**config.mk**
```make
export PLATFORM = sky130hd
export DESIGN_NAME = popcount_arb_cfu
export DESIGN_NICKNAME = d
export VERILOG_FILES = /design/src/rtl/cfu_pkg.sv /design/src/rtl/compressors.sv /design/src/rtl/rr_arb.sv /design/src/rtl/popcount_arb_cfu.sv
export SDC_FILE = /design/constraint.sdc
export NUM_CORES = 1
export LEC_CHECK = 0
export CORE_MARGIN = 4
export CORE_UTILIZATION = 35
export CTS_CLUSTER_DIAMETER = 120
export DETAILED_ROUTE_END_ITERATION = 12
export PLACE_DENSITY = 0.76
export SLEW_MARGIN = 25
export SYNTH_ARGS = -nofsm -noshare
export SYNTH_HDL_FRONTEND = slang
export SYNTH_SLANG_ARGS = --single-unit
```
**constraint.sdc**
```tcl
create_clock -name clk -period 9.9 [get_ports clk]
set_clock_uncertainty 0.05 [all_clocks]
set_input_delay 1.485 -clock clk [delete_from_list [all_inputs] [get_ports clk]]
set_output_delay 1.485 -clock clk [all_outputs]
set_load 0.01 [all_outputs]
```
**src/rtl/cfu_pkg.sv**
```systemverilog
// Shared types and function IDs for the popcount custom-function unit.
package cfu_pkg;

  typedef enum logic [1:0] {
    CFU_OK       = 2'b00,
    CFU_ERROR_OP = 2'b01
  } cfu_status_t;

  localparam int POPCNT_FUNC_COUNT = 0;
  localparam int POPCNT_FUNC_ACC   = 1;

endpackage

```
**src/rtl/compressors.sv**
```systemverilog
// Combinational population count of a W-bit operand; result is CW bits wide.
module compressors #(
  parameter int W  = 32,
  parameter int CW = $clog2(W + 1)
) (
  input  logic [W-1:0]  i_data,
  output logic [CW-1:0] o_count
);

  always_comb begin
    o_count = '0;
    for (int i = 0; i < W; i++) begin
      o_count = o_count + CW'(i_data[i]);
    end
  end

endmodule

```
**src/rtl/rr_arb.sv**
```systemverilog
// Round-robin arbiter: one-hot grant starting the search at ptr; ptr moves past
// the winner only when a grant is issued.
module rr_arb #(
  parameter int N = 4
) (
  input  logic         clk,
  input  logic         rst,
  input  logic [N-1:0] req,
  input  logic         en,
  output logic [N-1:0] grant
);

  localparam int PW = (N > 1) ? $clog2(N) : 1;

  logic [PW-1:0] r_ptr;
  logic [PW-1:0] w_next_ptr;
  logic          w_hit;
  int            w_idx;

  // NOTE: every always_comb output gets a default first so no path leaves it
  // unassigned; otherwise synthesis infers a latch.
  always_comb begin
    grant      = '0;
    w_hit      = 1'b0;
    w_next_ptr = r_ptr;
    w_idx      = 0;
    // Grants are suppressed during reset so req_ready stays low until release.
    if (en && !rst) begin
      for (int k = 0; k < N; k++) begin
        w_idx = int'(r_ptr) + k;
        if (w_idx >= N) w_idx = w_idx - N;
        if (!w_hit && req[w_idx]) begin
          w_hit        = 1'b1;
          grant[w_idx] = 1'b1;
          w_next_ptr   = (w_idx == N - 1) ? '0 : PW'(w_idx + 1);
        end
      end
    end
  end

  // NOTE: sequential state uses non-blocking assignments so every flop samples
  // pre-edge values regardless of statement order.
  always_ff @(posedge clk or posedge rst) begin
    if (rst) begin
      r_ptr <= '0;
    end else if (w_hit) begin
      r_ptr <= w_next_ptr;
    end
  end

endmodule

```
**src/rtl/popcount_arb_cfu.sv**
```systemverilog
// N_REQ requesters share one popcount datapath behind a round-robin arbiter;
// a single output register holds the response for its owner lane.
module popcount_arb_cfu
  import cfu_pkg::*;
#(
  parameter int N_REQ     = 4,
  parameter int DATA_W    = 32,
  parameter int FUNC_ID_W = 2
) (
  input  logic                            clk,
  input  logic                            rst,
  input  logic [N_REQ-1:0]                req_valid,
  output logic [N_REQ-1:0]                req_ready,
  input  logic [N_REQ-1:0][FUNC_ID_W-1:0] req_func,
  input  logic [N_REQ-1:0][DATA_W-1:0]    req_data0,
  input  logic [N_REQ-1:0][DATA_W-1:0]    req_data1,
  output logic [N_REQ-1:0]                resp_valid,
  input  logic [N_REQ-1:0]                resp_ready,
  output cfu_status_t                     resp_status,
  output logic [DATA_W-1:0]               resp_data
);

  localparam int OW = $clog2(N_REQ);
  localparam int CW = $clog2(DATA_W + 1);

  logic                 r_out_valid;
  logic [OW-1:0]        r_owner;
  logic [DATA_W-1:0]    r_data;
  cfu_status_t          r_status;

  logic                 w_grant_en;
  logic [N_REQ-1:0]     w_grant;
  logic                 w_any_grant;
  logic [OW-1:0]        w_grant_idx;
  logic [FUNC_ID_W-1:0] w_func;
  logic [DATA_W-1:0]    w_data0;
  logic [DATA_W-1:0]    w_data1;
  logic [CW-1:0]        w_popcnt;
  logic [DATA_W-1:0]    w_result;
  cfu_status_t          w_status;

  // A new grant is allowed when the output register is empty or draining now.
  assign w_grant_en  = !r_out_valid || resp_ready[r_owner];
  assign w_any_grant = |w_grant;
  assign req_ready   = w_grant;

  rr_arb #(.N(N_REQ)) u_arb (
    .clk   (clk),
    .rst   (rst),
    .req   (req_valid),
    .en    (w_grant_en),
    .grant (w_grant)
  );

  always_comb begin
    w_func      = '0;
    w_data0     = '0;
    w_data1     = '0;
    w_grant_idx = '0;
    for (int i = 0; i < N_REQ; i++) begin
      if (w_grant[i]) begin
        w_func      = w_func  | req_func[i];
        w_data0     = w_data0 | req_data0[i];
        w_data1     = w_data1 | req_data1[i];
        w_grant_idx = OW'(i);
      end
    end
  end

  compressors #(.W(DATA_W), .CW(CW)) u_popcnt (
    .i_data  (w_data0),
    .o_count (w_popcnt)
  );

  always_comb begin
    w_result = '0;
    w_status = CFU_ERROR_OP;
    if (w_func == FUNC_ID_W'(POPCNT_FUNC_COUNT)) begin
      w_result = DATA_W'(w_popcnt);
      w_status = CFU_OK;
    end else if (w_func == FUNC_ID_W'(POPCNT_FUNC_ACC)) begin
      w_result = DATA_W'(w_popcnt) + w_data1;
      w_status = CFU_OK;
    end
  end

  // Data and status load only on a grant, so they hold while backpressured.
  always_ff @(posedge clk or posedge rst) begin
    if (rst) begin
      r_out_valid <= 1'b0;
      r_owner     <= '0;
      r_data      <= '0;
      r_status    <= CFU_OK;
    end else if (w_any_grant) begin
      r_out_valid <= 1'b1;
      r_owner     <= w_grant_idx;
      r_data      <= w_result;
      r_status    <= w_status;
    end else if (r_out_valid && resp_ready[r_owner]) begin
      r_out_valid <= 1'b0;
    end
  end

  always_comb begin
    resp_valid = '0;
    if (r_out_valid) resp_valid[r_owner] = 1'b1;
  end

  assign resp_data   = r_data;
  assign resp_status = r_status;

endmodule
```
==> results.md, run 1 <==
- Yosys top cell by area: dfrtp_1
- Total global routing overflow: 0
- Syn Nets: 1015
- # fillers: 1443
- Hold/Removal Path Class: flop to flop
- R2R Setup Slk: 550 ps
- Peak Freq: 104 MHz
- R2R Path End: resp_data[27]
- Total number of yosys warnings: 0
- CTS Sinks: 38
- Die width: 139 um
- Fraction of registers with async set or reset after synthesis: 1.00
- CTS tree: yes
- Via count: 7494
- Number of antenna violations at the first check in global routing: 0
- Most frequent cells in the layout: clkdlybuf4s50_1, buf_4, nand2_1
- Max Fanout on Critical Path: 7
- Yosys reg bits: 38
- Clock buffer depth: 2
- DR WL/cell: 20.7 um
- Full die area: 19200 sq um
- Worst-margin pin slew: 972 ps
- DR iter-0 viols: 494
- Gate count of the mapped netlist: 698
- Hold path depth: 2
- Setup CP Type: primary input to flop
- Status: completed
- Yosys cell types: 86
- Num ports: 316
- N_diodes: 0
- CP endpoint kind: flop
- Final WL: 26.3 mm
- Drt pass-1 iters: 6
- Count of final hold-check violations: 0
- Critical Path Most Common Cell: fa_1
- Core Area: 16600 sq um
- Relative max-transition margin: 0.335
- Critical path arrival: 9750 ps
- Fin. max-slew vios: 0
- Worst Path Required: 10020 ps
- Leading cell type in the layout, fill and taps excluded: clkdlybuf4s50_1
- Row count: 47
- First-pass GRT wire length: 39.4 mm
- Netlist Area Pre-Place: 5970 sq um
- Crit-path slowest cell: fa_1
- Half-perimeter wire length after placement: 20.9 mm
- WHS: 435 ps
- Reg2reg path depth: 31
- Tcrit/Tclk final: 0.972
- Ys flop type: dfrtp_1
- Clk root buf: clkbuf_16
- Max-cap viol count: 0
- Fin util: 0.613
- Global placer's final weighted congestion: 0.932
- Top post-synthesis cells by area: dfrtp_1, fa_1, a221oi_1
- Vias per cell: 5.91
- Total GRT Usage: 0.249
- Sequential cell area fraction in the yosys report: 0.159
- Initial Util: 0.359
- Total CTS buffers: 5
- DRC viols: 0
- Critical path startpoint category: primary input
- Share of the synthesized area in the top cell type: 0.159
- Share of cells above drive strength 1: 0.150
- EDFF count, synth: 0
- Hold path start: resp_data[20]
- Worst reg2reg path startpoint: u_arb.r_ptr[1]
- IO buf count: 314
- Hold_buf cts: 0
- Final nets: 1365
- Vias in the first global route: 7399
- Largest net degree at the start of global routing: 40
- Post-route antenna net violation count: 0
- H-tree lvl count: 2
- Die Y: 139 um
- Clk Latency, worst-skew pair: 290 ps
- Syn avg cell area: 8.55 sq um
- P&R area growth vs syn: 71.0%
- Crit path time final: 9630 ps
- Clk slew on worst S/H paths: 60 ps
- Worst path max stage delay: 540 ps
- Setup Viol. Count Final: 0
- Hold Path Sink: resp_data[20]
metal layers:
metal | vias to the layer above | global-route usage | share of wire
met1 | 3546 | 0.321 | 0.39
met4 | 0 | 0.0837 | 0.027
li1 | 3472 | - | -
met2 | 420 | 0.418 | 0.49
met3 | 56 | 0.0510 | 0.089
met5 | - | 0 | 0
cell type report:
class	count	area (sq um)	area share
multi-input combinational	567	4790	0.469
timing repair buffer	397	3840	0.377
sequential	38	951	0.0932
tap	220	275	0.0270
inverter	39	146	0.0143
clock buffer	6	139	0.0136
clock inverter	2	60.1	0.00589
worst max-delay path by stage:
stage                               end     startpoint  slack (ps)  cells past startpoint
after floorplan           resp_data[26]   req_valid[3]          70                     32
final                     resp_data[27]  resp_ready[3]         270                     29
after CTS                 resp_data[27]   req_valid[0]          10                     30
after global routing      resp_data[30]  resp_ready[1]         -30                     30
after detailed placement  resp_data[17]   req_valid[0]        -280                     30
after global placement    resp_data[17]   req_valid[0]        -120                     30
Yosys cell counts, types with 4 or more instances:
cell type   n
a21o_1      6
nand3_1    21
xnor2_1    13
o21ai_0    25
a222oi_1    6
a221o_1    12
mux2i_1     8
fa_1       25
o22ai_1    12
nor2_1     18
buf_2       4
o31ai_1     9
dfrtp_1    38
xor2_1      6
a221oi_1   41
a22oi_1    45
nand4_1     6
a2111oi_0   4
nand2b_1   12
a22o_1     39
ha_1       18
buf_4       6
nand2_1    64
buf_1       6
nor3b_1    24
or3_1       6
or2_2       5
or4_1       7
nor4_1      8
and3_1      7
buf_6       7
clkbuf_1   32
a32o_1     16
a21oi_1    17
inv_1      38
and2_1      6
nor3_1      6
nor2b_1     6
worst max-delay path: cells and delay by family:
family | cells | cell delay (ps)
buffers and inverters | 5 | 870
multiplexers | 1 | 160
AO/OA/AOI/OAI | 9 | 2140
adder cells (fa/ha/maj) | 9 | 3930
AND/OR/NAND/NOR | 5 | 1130
cells by family (layout without fill, tap and decap cells):
kind of cell	after synthesis	in the layout	synth area share
adder cells (fa/ha/maj)	43	43	0.122
XOR/XNOR	19	19	0.0279
AO/OA/AOI/OAI	272	273	0.379
other	1	1	0.000628
buffers and inverters	94	444	0.0725
AND/OR/NAND/NOR	217	217	0.208
multiplexers	14	14	0.0310
flip-flops	38	38	0.159
per-stage QoR:
stage               setup WS (ps)  TNS (ps)  area (sq um)  std cells
detailed placement           -277     -3670          9770       1254
CTS                          9.60         0          9970       1262
global route                -33.6     -95.0         10200       1269
floorplan                    67.6         0          6000        698
global placement             -117      -995          9760       1254
finish                        274         0         10200       1269
state kept, by name, summed over array words and instances (netlist names):
| signal | flops |
|---|---|
| resp_data | 32 |
| r_owner | 2 |
| u_arb.r_ptr | 2 |
| r_out_valid | 1 |
| resp_status | 1 |
timing repair:
| item | 4_1_cts | 5_1_grt |
|---|---|---|
| resized for setup | 0 | 28 |
| endpoints found under the hold margin | 0 | 0 |
| setup buffers | 0 | 4 |
| setup endpoints to repair | 0 | 25 |
Power of run 1 is left out: the tool's default activity adds up to more than one toggle a clock period on the data nets, which glitch-free logic cannot reach.
==> inputs of run 2 (changes only) <==
ABC_CLOCK_PERIOD_IN_PS = 9900   (was unset)
==> results of run 2 <==
No change in the layout: final DEF, timing and power equal those of run 1.
Power of run 2 is left out for the same reason.
